### src/rtl/imm_ext_pkg.sv
// Shared definitions for the elastic immediate extender: extension mode codes
// and buffer occupancy states.
package imm_ext_pkg;

    localparam logic [1:0] EXT_ZERO   = 2'b00;
    localparam logic [1:0] EXT_SIGN   = 2'b01;
    localparam logic [1:0] EXT_UPPER  = 2'b10;
    localparam logic [1:0] EXT_BRANCH = 2'b11;

    typedef enum logic [1:0] {
        EMPTY = 2'b00,
        ONE   = 2'b01,
        FULL  = 2'b10
    } state_t;

endpackage

### src/rtl/imm_ext_unit.sv
// Combinational immediate extender: zero, sign, upper-placement and
// sign-extended branch offset shifted left by SHAMT.
module imm_ext_unit
    import imm_ext_pkg::*;
#(
    parameter int IN_W  = 16,
    parameter int OUT_W = 32,
    parameter int SHAMT = 2
) (
    input  logic [1:0]       ext_mode,
    input  logic [IN_W-1:0]  immediate,
    output logic [OUT_W-1:0] ext_value
);

    logic [OUT_W-1:0] zext;
    logic [OUT_W-1:0] sext;

    // Shifting the all-ones mask by IN_W leaves exactly the bits above the immediate.
    assign zext = OUT_W'(immediate);
    assign sext = zext | ({OUT_W{immediate[IN_W-1]}} << IN_W);

    always_comb begin
        ext_value = zext;
        case (ext_mode)
            EXT_ZERO:   ext_value = zext;
            EXT_SIGN:   ext_value = sext;
            EXT_UPPER:  ext_value = zext << (OUT_W - IN_W);
            default:    ext_value = sext << SHAMT;
        endcase
    end

endmodule

### src/rtl/imm_extend_pipe.sv
// Elastic immediate extender with a registered 2-entry skid buffer.
// Define IMM_EXT_STATS_EN to add the saturating accepted-transaction counter stat_count.
//
// state | meaning
// EMPTY | no valid result, DataOut holds last value
// ONE   | DataOut valid, skid register unused
// FULL  | DataOut valid, skid register holds the next result, in_ready low
module imm_extend_pipe
    import imm_ext_pkg::*;
#(
    parameter int IN_W  = 16,
    parameter int OUT_W = 32,
    parameter int SHAMT = 2,
    parameter int CNT_W = 16
) (
    input  logic             CLK,
    input  logic             RST,
    input  logic             in_valid,
    output logic             in_ready,
    input  logic [1:0]       ExtMode,
    input  logic [IN_W-1:0]  immediate,
    output logic             out_valid,
    input  logic             out_ready,
    output logic [OUT_W-1:0] DataOut,
    output logic             busy
`ifdef IMM_EXT_STATS_EN
    ,
    output logic [CNT_W-1:0] stat_count
`endif
);

    if (OUT_W < IN_W || CNT_W < 1) begin : g_param_check
        $error("imm_extend_pipe: OUT_W must be >= IN_W and CNT_W >= 1");
    end

    state_t           state;
    logic [OUT_W-1:0] ext_value;
    logic [OUT_W-1:0] skid_q;
    logic             accept;
    logic             pop;

    imm_ext_unit #(
        .IN_W  (IN_W),
        .OUT_W (OUT_W),
        .SHAMT (SHAMT)
    ) u_ext (
        .ext_mode  (ExtMode),
        .immediate (immediate),
        .ext_value (ext_value)
    );

    // RST gates in_ready directly so nothing is accepted while reset is held.
    assign in_ready  = RST && (state != FULL);
    assign out_valid = (state != EMPTY);
    assign busy      = out_valid;
    assign accept    = in_valid && in_ready;
    assign pop       = out_valid && out_ready;

    always_ff @(posedge CLK or negedge RST) begin
        if (!RST) begin
            state   <= EMPTY;
            DataOut <= '0;
            skid_q  <= '0;
        end else begin
            case (state)
                EMPTY: begin
                    if (accept) begin
                        DataOut <= ext_value;
                        state   <= ONE;
                    end
                end
                ONE: begin
                    if (accept && pop) begin
                        DataOut <= ext_value;
                    end else if (accept) begin
                        skid_q <= ext_value;
                        state  <= FULL;
                    end else if (pop) begin
                        state <= EMPTY;
                    end
                end
                FULL: begin
                    if (pop) begin
                        DataOut <= skid_q;
                        state   <= ONE;
                    end
                end
                default: state <= EMPTY;
            endcase
        end
    end

`ifdef IMM_EXT_STATS_EN
    always_ff @(posedge CLK or negedge RST) begin
        if (!RST) begin
            stat_count <= '0;
        end else if (accept && (stat_count != {CNT_W{1'b1}})) begin
            stat_count <= stat_count + 1'b1;
        end
    end
`endif

endmodule

### config.mk
export PLATFORM = sky130hd
export DESIGN_NAME = imm_extend_pipe
export DESIGN_NICKNAME = d
export VERILOG_FILES = /design/src/rtl/imm_ext_pkg.sv /design/src/rtl/imm_ext_unit.sv /design/src/rtl/imm_extend_pipe.sv
export SDC_FILE = /design/constraint.sdc
export NUM_CORES = 1
export LEC_CHECK = 0
export CORE_MARGIN = 2
export CORE_UTILIZATION = 45
export DETAILED_ROUTE_END_ITERATION = 12
export PLACE_DENSITY = 0.69
export SLEW_MARGIN = 20
export SYNTH_ARGS = -nofsm -noshare
export SYNTH_HDL_FRONTEND = slang
export SYNTH_SLANG_ARGS = --single-unit
### constraint.sdc
create_clock -name CLK -period 3.2 [get_ports CLK]
set_clock_uncertainty 0.2 [all_clocks]
set_input_delay 0.32 -clock CLK [delete_from_list [all_inputs] [get_ports CLK]]
set_output_delay 0.32 -clock CLK [all_outputs]
set_load 0.1 [all_outputs]
==> flow_summary_export.csv <==
group,metric,value,unit
clocking,clk_pin_slew,0.07,ns
worst_setup_path,timing.rr.end,"skid_q[10]",
worst_setup_path,worst_path_dominant_cell_family,"buffers and inverters",
timing,tightest_slew,0.5856,ns
logic_synthesis,yosys.area.top_type_share,0.4648,
logic_synthesis,ys_async_sr_fraction,1.000,
power_and_ir_drop,powerDensity,895.4,nW/µm²
finish,n_antenna_cell,0,
logic_synthesis,netlist_top_cells_count,"66 x dfrtp_1, 46 x a31oi_1, 38 x mux2_2, 30 x a21oi_1, 28 x nor3b_1",
worst_setup_path,crit_start,"RST",
timing,finalCriticalPeriod,2.383,ns
detailed_routing,drt-total-wl,8683,µm
logic_synthesis,ys.flop_type,"dfrtp_1",
power_and_ir_drop,ir_worst_vdd,0.5579,mV
job,maxCapViolCount,0,
logic_synthesis,synth_top_cell_by_area,"dfrtp_1",
worst_setup_path,reg2reg_slack,1.07,ns
timing,fin_hold_ws,0.2831,ns
detailed_routing,wl_per_cell,18.51,µm
detailed_routing,drc,0,
logic_synthesis,yosysMostFrequentCell,"dfrtp_1",
worst_setup_path,worstRegToRegCells,5,
die,placementRows,32,
logic_synthesis,synthDistinctLibCells,28,
worst_setup_path,cp.depth,6,
global_route,first_global_vias,2691,
finish,final.fill_count,685,
worst_setup_path,cp_max_fo,31,
die,core-area,7687,µm²
die,ios,57,
worst_setup_path,crit_path_end,"DataOut[29]",
timing,finalHoldViolCount,0,
clocking,cts_buffers,9,
finish,drive_above_1_share,0.3106,
die,die_h,92.86,µm
finish,multi_input_area,1710,µm²
placement,io_buffers,56,
clocking,cts_tree,"done",
logic_synthesis,syn-cell-area,3553,µm²
timing,fmaxAchievable,419.7,MHz
timing,relSlewSlack,0.6096,
worst_setup_path,worst-setup-path-type,"input port to register",
clocking,cts.sink_count,66,
power_and_ir_drop,p_leak,1.727,nW
placement,place_congestion,0.7622,
hold_path,hp-class,"input port to asynchronous set/reset pin",
clocking,cts_max_path_buffers,2,
logic_synthesis,synth_edf_count,0,
global_route,grt_max_degree,47,
worst_setup_path,crit_arrival,2.42,ns
detailed_routing,vias,2718,
global_route,grt_pass1_wl,14120,µm
finish,nNetsFinal,384,
finish,regArea,1652,µm²
clocking,clock-root-buffer,"clkbuf_8",
worst_setup_path,cp.required,3.24,ns
clocking,htreeDepth,3,
worst_setup_path,r2r-start,"state[0]",
clocking,cts_repair_resize_count,0,
die,initial_core_util,0.4622,
timing,fin_tns_setup,0,ns
status,status,"finished, final reports clean",
timing,finalSetupViolations,0,
logic_synthesis,synthTopCellsByArea,"dfrtp_1 46%, mux2_2 12%, a31oi_1 8.1%",
logic_synthesis,syn_avg_cell_area,11.10,µm²
worst_setup_path,cp_slowest_stage_delay,0.51,ns
timing,slew_viol_final,0,
worst_setup_path,crit_path_cell_trace,"dlygate4sd3_1 > buf_2 > nand3b_1 > o21ai_2 > buf_4 > mux2_2",
finish,syn_to_final_growth,20.18,%
worst_setup_path,slowest_stage,"dlygate4sd3_1",
worst_setup_path,critPathBufInv,3,
logic_synthesis,synth_seq_cells,66,
die,die-area,8623,µm²
logic_synthesis,syn_nets,342,
die,die_w,92.86,µm
global_route,grt_usage,0.2092,
logic_synthesis,yosys_warnings,0,
detailed_routing,via_per_inst,5.795,
timing,period_share,0.7446,
detailed_routing,ant_nets,0,
worst_setup_path,worstSetupStartpointType,"input port",
placement,dp_hpwl,5412,µm
detailed_routing,drtIter0Drc,271,
global_route,grt-ovfl-total,0,
worst_setup_path,cp-end-kind,"register",
timing,rsz0062_at_grt,"false",
logic_synthesis,synth_cells,320,
detailed_routing,firstDrtPassIters,4,
global_route,antenna_found_initial,0,
logic_synthesis,synth-seq-area-share,0.4648,
clocking,clkLatencyLatePin,0.36,ns
-- cell type report --
| class | instances | share of cell area |
|---|---|---|
| Multi-Input combinational cell | 216 | 0.4005 |
| Clock inverter | 6 | 0.01553 |
| Timing Repair Buffer | 68 | 0.1342 |
| Clock buffer | 10 | 0.03223 |
| Inverter | 1 | 0.0008790 |
| Tap cell | 102 | 0.02989 |
| Sequential cell | 66 | 0.3868 |
-- sequential cells by signal, indices dropped and copies added, names as in the netlist --
name     flops
state        2
skid_q      32
DataOut     32
-- power breakdown --
part	internal [mW]	switching (mW)	leakage (nW)	total, mW
clock	0.382	0.340	0.106	0.722
combinational	0.486	1.34	0.824	1.82
sequential	1.12	0.157	0.796	1.28
total	1.99	1.83	1.73	3.82
-- timing repair --
item / 4_1_cts / 5_1_grt
buffers inserted: 0 / 0
hold buffers: 1 / 0
hold endpoints to repair: 21 / 0
-- worst min-delay path by stage --
stage / startpoint / endpoint / slack, ns / cells after the start
detailed placement: RST / skid_q[17] / 0.14 / 1
global placement: RST / skid_q[17] / 0.13 / 1
global route: DataOut[14] / DataOut[14] / 0.33 / 1
finish: RST / skid_q[19] / 0.28 / 2
floorplan: RST / DataOut[0] / -0.18 / 0
CTS: RST / DataOut[16] / 0.29 / 2
-- per-stage QoR --
step / power [mW] / utilization / setup WS, ns / area, µm² / cells
floorplan: 2.722 / - / 0.9652 / 3553 / 320
global placement: 3.081 / 0.5277 / 0.8826 / 4056 / 452
detailed placement: 3.121 / 0.5277 / 0.8300 / 4056 / 452
CTS: 3.842 / 0.5555 / 0.7632 / 4270 / 469
global route: 3.972 / 0.5555 / 0.6019 / 4270 / 469
finish: 3.824 / 0.5555 / 0.8172 / 4270 / 469
-- placed cells by master (no fill, tap or decap), types with 14 or more instances in the layout --
cell,count
a21oi_1,30
a31oi_1,46
buf_4,45
clkdlybuf4s50_1,20
dfrtp_1,66
mux2_2,38
nand2b_1,15
nand3_1,14
nand3b_1,16
nor3b_1,28
-- routing by layer --
| metal | wire length, µm | GRT usage | vias to the layer above |
|---|---|---|---|
| met2 | 4171 | 0.3255 | 69 |
| met3 | 431 | 0.03092 | 8 |
| li1 | - | - | 1275 |
| met5 | 0 | 0 | - |
| met4 | 87 | 0.07108 | 0 |
| met1 | 3991 | 0.2997 | 1366 |
-- cell families after synthesis --
kind of cell / after synthesis / share of synthesized area
buffers and inverters: 38 / 0.05493
flip-flops: 66 / 0.4648
multiplexers: 43 / 0.1345
AND/OR/NAND/NOR: 84 / 0.1574
AO/OA/AOI/OAI: 89 / 0.1884
Power figures use the tool's default switching activity.
